`config.mk`:
```
export PLATFORM = sky130hd
export DESIGN_NAME = lcd_show_glyph
export DESIGN_NICKNAME = d
export VERILOG_FILES = /design/src/rtl/lcd_show_glyph.sv
export SDC_FILE = /design/constraint.sdc
export NUM_CORES = 1
export LEC_CHECK = 0
export ABC_AREA = 1
export BUFFER_PORTS_ARGS = -buffer_cell sky130_fd_sc_hd__buf_2
export CAP_MARGIN = 25
export CORE_UTILIZATION = 30
export CTS_CLUSTER_DIAMETER = 40
export CTS_CLUSTER_SIZE = 14
export DETAILED_ROUTE_END_ITERATION = 10
export PLACE_DENSITY = 0.58
export SETUP_SLACK_MARGIN = 0.4
export SYNTH_ARGS = -nofsm -noshare
export SYNTH_HDL_FRONTEND = slang
export SYNTH_SLANG_ARGS = --single-unit
```
`constraint.sdc`:
```
create_clock -name sys_clk -period 2.55 [get_ports sys_clk]
set_input_delay 0.1275 -clock sys_clk [delete_from_list [all_inputs] [get_ports sys_clk]]
set_output_delay 0.1275 -clock sys_clk [all_outputs]
set_load 0.05 [all_outputs]
```
`src/rtl/lcd_show_glyph.sv`:
```
// Renders one font-ROM glyph for the ST7735 path: an 11-word window setup followed by RGB565 pixel bytes.
// Optional integer magnification is compiled in when LCD_GLYPH_SCALE_EN is defined.
module lcd_show_glyph #(
  parameter int GLYPH_W   = 6,
  parameter int GLYPH_H   = 12,
  parameter int FONT_BASE = 0,
  parameter int ROM_LAT   = 1
) (
  input  logic        sys_clk,
  input  logic        sys_rst,
  input  logic        show_char_flag,
  input  logic [6:0]  ascii_num,
  input  logic [8:0]  start_x,
  input  logic [8:0]  start_y,
  input  logic [15:0] fg_color,
  input  logic [15:0] bg_color,
  input  logic [1:0]  scale,
  input  logic        wr_done,
  output logic [11:0] rom_addr,
  input  logic [7:0]  rom_q,
  output logic [8:0]  glyph_data,
  output logic        en_write_glyph,
  output logic        busy,
  output logic        glyph_done
);

  typedef enum logic [2:0] {
    S_IDLE,
    S_WIN,
    S_FETCH,
    S_PIX,
    S_DONE
  } state_t;

  state_t      state_q, state_d;
  logic [6:0]  ascii_q, ascii_d;
  logic [8:0]  xs_q, xs_d;
  logic [8:0]  ys_q, ys_d;
  logic [15:0] fg_q, fg_d;
  logic [15:0] bg_q, bg_d;
  logic [3:0]  word_q, word_d;
  logic [2:0]  fetch_q, fetch_d;
  logic [4:0]  row_q, row_d;
  logic [2:0]  col_q, col_d;
  logic        lo_q, lo_d;
  logic [7:0]  line_q, line_d;

  logic [1:0]  s_m1;
  logic        h_last;
  logic        v_last;

`ifdef LCD_GLYPH_SCALE_EN
  logic [1:0] scale_q, scale_d;
  logic [1:0] h_rep_q, h_rep_d;
  logic [1:0] v_rep_q, v_rep_d;

  assign s_m1   = scale_q;
  assign h_last = (h_rep_q == scale_q);
  assign v_last = (v_rep_q == scale_q);
`else
  logic unused_scale;

  assign unused_scale = ^scale;
  assign s_m1         = 2'd0;
  assign h_last       = 1'b1;
  assign v_last       = 1'b1;
`endif

  logic [8:0]  s_n;
  logic [8:0]  xe;
  logic [8:0]  ye;
  logic [11:0] row_addr;
  logic [15:0] pix_color;
  logic [8:0]  win_word;
  logic        col_last;
  logic        row_last;
  logic        line_end;

  // Window corners wrap mod 512; the panel clips, not this block.
  always_comb begin
    s_n       = 9'(s_m1) + 9'd1;
    xe        = xs_q + 9'(GLYPH_W) * s_n - 9'd1;
    ye        = ys_q + 9'(GLYPH_H) * s_n - 9'd1;
    row_addr  = 12'(FONT_BASE) + 12'(ascii_q) * 12'(GLYPH_H) + 12'(row_q);
    pix_color = line_q[col_q] ? fg_q : bg_q;
    col_last  = (col_q == 3'(GLYPH_W - 1));
    row_last  = (row_q == 5'(GLYPH_H - 1));
    line_end  = lo_q & h_last & col_last;
  end

  always_comb begin
    case (word_q)
      4'd0:    win_word = 9'h02A;
      4'd1:    win_word = {1'b1, 7'd0, xs_q[8]};
      4'd2:    win_word = {1'b1, xs_q[7:0]};
      4'd3:    win_word = {1'b1, 7'd0, xe[8]};
      4'd4:    win_word = {1'b1, xe[7:0]};
      4'd5:    win_word = 9'h02B;
      4'd6:    win_word = {1'b1, 7'd0, ys_q[8]};
      4'd7:    win_word = {1'b1, ys_q[7:0]};
      4'd8:    win_word = {1'b1, 7'd0, ye[8]};
      4'd9:    win_word = {1'b1, ye[7:0]};
      4'd10:   win_word = 9'h02C;
      default: win_word = 9'h000;
    endcase
  end

  // NOTE: flops take non-blocking assignments so every register samples pre-edge values together.
  always_ff @(posedge sys_clk) begin
    if (sys_rst) begin
      state_q <= S_IDLE;
    end else begin
      state_q <= state_d;
    end
  end

  // NOTE: every always_comb output gets a default first so no path can infer a latch.
  always_comb begin
    state_d = state_q;
    case (state_q)
      S_IDLE:  if (show_char_flag) state_d = S_WIN;
      S_WIN:   if (wr_done && word_q == 4'd10) state_d = S_FETCH;
      S_FETCH: if (fetch_q == 3'(ROM_LAT)) state_d = S_PIX;
      S_PIX: begin
        if (wr_done && line_end && v_last) begin
          state_d = row_last ? S_DONE : S_FETCH;
        end
      end
      S_DONE:  state_d = S_IDLE;
      default: state_d = S_IDLE;
    endcase
  end

  always_comb begin
    glyph_data     = 9'h000;
    en_write_glyph = 1'b0;
    busy           = 1'b0;
    glyph_done     = 1'b0;
    rom_addr       = 12'h000;
    case (state_q)
      S_WIN: begin
        en_write_glyph = 1'b1;
        busy           = 1'b1;
        glyph_data     = win_word;
      end
      S_FETCH: begin
        busy     = 1'b1;
        rom_addr = row_addr;
      end
      S_PIX: begin
        en_write_glyph = 1'b1;
        busy           = 1'b1;
        glyph_data     = lo_q ? {1'b1, pix_color[7:0]} : {1'b1, pix_color[15:8]};
      end
      S_DONE:  glyph_done = 1'b1;
      default: ;
    endcase
  end

  always_comb begin
    ascii_d = ascii_q;
    xs_d    = xs_q;
    ys_d    = ys_q;
    fg_d    = fg_q;
    bg_d    = bg_q;
    word_d  = word_q;
    fetch_d = fetch_q;
    row_d   = row_q;
    col_d   = col_q;
    lo_d    = lo_q;
    line_d  = line_q;
    case (state_q)
      S_IDLE: begin
        if (show_char_flag) begin
          ascii_d = ascii_num;
          xs_d    = start_x;
          ys_d    = start_y;
          fg_d    = fg_color;
          bg_d    = bg_color;
          word_d  = 4'd0;
          fetch_d = 3'd0;
          row_d   = 5'd0;
          col_d   = 3'd0;
          lo_d    = 1'b0;
        end
      end
      S_WIN: begin
        if (wr_done) word_d = word_q + 4'd1;
      end
      S_FETCH: begin
        fetch_d = fetch_q + 3'd1;
        if (fetch_q == 3'(ROM_LAT)) begin
          fetch_d = 3'd0;
          line_d  = rom_q;
        end
      end
      S_PIX: begin
        if (wr_done) begin
          lo_d = ~lo_q;
          if (lo_q && h_last) begin
            col_d = col_last ? 3'd0 : col_q + 3'd1;
            if (col_last && v_last) row_d = row_q + 5'd1;
          end
        end
      end
      default: ;
    endcase
  end

  always_ff @(posedge sys_clk) begin
    if (sys_rst) begin
      ascii_q <= '0;
      xs_q    <= '0;
      ys_q    <= '0;
      fg_q    <= '0;
      bg_q    <= '0;
      word_q  <= '0;
      fetch_q <= '0;
      row_q   <= '0;
      col_q   <= '0;
      lo_q    <= 1'b0;
      line_q  <= '0;
    end else begin
      ascii_q <= ascii_d;
      xs_q    <= xs_d;
      ys_q    <= ys_d;
      fg_q    <= fg_d;
      bg_q    <= bg_d;
      word_q  <= word_d;
      fetch_q <= fetch_d;
      row_q   <= row_d;
      col_q   <= col_d;
      lo_q    <= lo_d;
      line_q  <= line_d;
    end
  end

`ifdef LCD_GLYPH_SCALE_EN
  // Horizontal repeats step per finished pixel pair; vertical repeats per finished row line.
  always_comb begin
    scale_d = scale_q;
    h_rep_d = h_rep_q;
    v_rep_d = v_rep_q;
    if (state_q == S_IDLE && show_char_flag) begin
      scale_d = scale;
      h_rep_d = 2'd0;
      v_rep_d = 2'd0;
    end else if (state_q == S_PIX && wr_done && lo_q) begin
      h_rep_d = h_last ? 2'd0 : h_rep_q + 2'd1;
      if (h_last && col_last) v_rep_d = v_last ? 2'd0 : v_rep_q + 2'd1;
    end
  end

  always_ff @(posedge sys_clk) begin
    if (sys_rst) begin
      scale_q <= '0;
      h_rep_q <= '0;
      v_rep_q <= '0;
    end else begin
      scale_q <= scale_d;
      h_rep_q <= h_rep_d;
      v_rep_q <= v_rep_d;
    end
  end
`endif

endmodule

```
==> results.tsv <==
metric	value	unit
post-route cell area	6377	um^2
Synth Cell Area	4952	um^2
pwr dens	829.2	nW/um^2
status	finished with violations	
failing checks	negative setup slack	
placed cell areas	5746	um^2
hold wc startpoint	rom_q[3]	
CTS Root Buffer Type	clkbuf_16	
first-pass iteration count of the detailed router	4	
largest net degree at the start of global routing	77	
Combinational Power Share	0.397	
worst r2r src	state_q[1]	
# setup viols final	7	
worst setup slack after placement	-0.07401	ns
DP Wirelength	10460	um
Worst-path clk slew	0.07	ns
element type at the critical path start	register	
peak fanout along the critical path	4	
Distinct cells, synth	33	
Peak supply drop	0.4539	mV
max-cap viol count	0	
DR iter-0 viols	254	
antenna cells	0	
H-Tree Depth	3	
Switching Share	0.4203	
vias after detailed routing	5083	
clock power share	0.262	
post-route insts no fill	1085	
Num CTS Buffers	9	
Synth Area per Inst	6.474	um^2
Slew HR	0.7762	
commonest non-fill, non-tap cell in the layout	nand2_1	
drt drc	0	
crit path DAT	2.69	ns
starting density of the core	0.3095	
period utilization	1.106	
worst-skew pair later-pin latency	0.35	ns
GRT overflow	0	
RSZ-0062 raised after global routing	true	
part of the power in registers	0.341	
kind of critical path	register to output pin	
Clock Skew	0.007668	ns
CTS tree	built	
Psw	0.002222	W
final core occ	0.3986	
Net Count, Synth	855	
Final Hold Fails	0	
die footprint	17030	um^2
placed insts	1059	
Via density	4.685	
drt wl/cell	13.04	um
Die W	130.5	um
fin. max-slew vios	0	
Seq/Total Area, Yosys	0.3396	
commonest non-fill, non-tap cells in the layout	nand2_1 (137), inv_1 (105), nand3_1 (88)	
WP data required	2.42	ns
vias in the first global route	4501	
final setup margin	-0.2714	ns
Post-Syn Instances	765	
Final GP Congestion	0.8797	
share of cells above drive strength 1	0.2325	
HP Class	primary input to register	
first-pass GRT wire length	22090	um
Area growth, synth to finish	28.78	%
Hold Worst Slack	0.02430	ns
CTS Buffer Depth	2	
core area	16000	um^2
fin nets	954	
Max Clk Rate	354.4	MHz
P_int	0.003066	W
clock tree sinks	84	
port bufs	92	
Worst Setup SP	ascii_q[1]	
FF+latch count, synth	84	
Static Leak	2.853	nW
remaining antenna violation count	0	
Synth Warn #	0	
routed wire length	14150	um
initial antenna violation count	0	
row count	46	
slew of the pin with the lowest slew margin	0.3334	ns
CP Capture Type	output pin	
I/O pin count	95	
Tot GR Track Use	0.1680	
Final min period	2.821	ns
Die Height	130.5	um
## flip-flops by register name, summed over array words and instances (netlist names), 4 cells and up
name / flops
row_q: 5
bg_q: 16
xs_q: 9
ys_q: 9
line_q: 8
ascii_q: 7
fg_q: 16
word_q: 4
## Yosys cell counts
cell type / instances / area share
nand2_4: 2 / 0.0045
a41oi_1: 1 / 0.0018
and2_1: 1 / 0.0013
inv_1: 108 / 0.082
nand4_2: 2 / 0.0051
buf_2: 12 / 0.012
o21ai_1: 6 / 0.0061
o2111ai_1: 1 / 0.0018
xor2_1: 3 / 0.0053
clkinv_1: 1 / 0.00076
xnor2_1: 1 / 0.0018
inv_2: 9 / 0.0068
nand2_1: 142 / 0.11
nand3_1: 95 / 0.096
dfxtp_1: 84 / 0.34
nor2_2: 3 / 0.0038
ha_1: 17 / 0.043
inv_4: 1 / 0.0013
clkbuf_1: 12 / 0.0091
fa_1: 2 / 0.0081
nor3_1: 7 / 0.0071
o22ai_1: 4 / 0.0051
buf_6: 2 / 0.0045
nand3_2: 1 / 0.0020
buf_4: 2 / 0.0030
nand4_1: 8 / 0.010
nor2_4: 3 / 0.0068
nand2_2: 2 / 0.0025
o21ai_2: 2 / 0.0035
a21oi_1: 86 / 0.087
a211oi_2: 1 / 0.0025
o21ai_0: 76 / 0.077
nor2_1: 68 / 0.052
## through the flow
stage,power (W),TNS (ns)
6_report,0.005288,-1.218
5_1_grt,0.005702,-2.115
4_1_cts,0.005277,-1.611
3_5_place_dp,0.003810,-0.07401
3_3_place_gp,0.003805,-0.03087
2_1_floorplan,0.003312,0
## area by class of cell
class	instances	area, um^2
Clock buffer	9	225.2
Clock inverter	7	81.33
Fill cell	1781	9623
Inverter	119	452.9
Multi-Input combinational cell	535	2889
Sequential cell	84	1700
Tap cell	216	270.3
Timing Repair Buffer	114	753.2
Timing Repair inverter	1	5.005
## power groups by stage
stage | sequential [W] | combinational (W) | clock, W
after CTS | 0.00180 | 0.00205 | 0.00143
after global routing | 0.00185 | 0.00236 | 0.00150
final | 0.00180 | 0.00210 | 0.00138
after floorplan | 0.00177 | 0.00154 | 0
after global placement | 0.00182 | 0.00198 | 0
after detailed placement | 0.00182 | 0.00199 | 0
## repair_timing
action | CTS | global route
pin swaps | 10 | 10
hold buffers | 4 | 0
buffers inserted | 2 | 2
hold endpoints to repair | 4 | 0
resized for setup | 36 | 48
gates cloned | 1 | 1
endpoints found under the setup margin | 17 | 18
## cells by family (layout without fill, tap and decap cells)
group                      Yosys count  count (layout)  synth area share
and+or+nand+nor                    334             335            0.2984
adders and majority gates           19              19           0.05104
AOI/OAI and AO/OA                  177             177            0.1844
buffers and inverters              147             250            0.1195
xor gates and xnor gates             4               4          0.007076
DFF                                 84              84            0.3396
## per-layer routing
metal,track usage,part of all wire
met1,0.2255,0.49
met2,0.2670,0.45
met3,0.03909,0.041
met4,0.05003,0.016
met5,0,0
## worst max-delay path: stages, from the launching register on
cell and delay (ns):
dfxtp_4 0.36, ha_4 0.16, fa_1 0.43, ha_1 0.30, inv_1 0.06, nor2_2 0.10, nor2_1 0.05, nor2_1 0.15
nand3_1 0.13, nor2_2 0.18, nand4_1 0.17, nand2_4 0.10, buf_8 0.14
## path summary, 6_finish.rpt
kind,endpoint,slack (ns),depth (start not counted)
worst max-delay path,rom_addr[10],-0.27,12
worst min-delay path,line_q[3],0.02,3
worst max register to register,word_q[0],0.83,9
worst min register to register,line_q[1],0.45,2
Power figures use the tool's default switching activity.
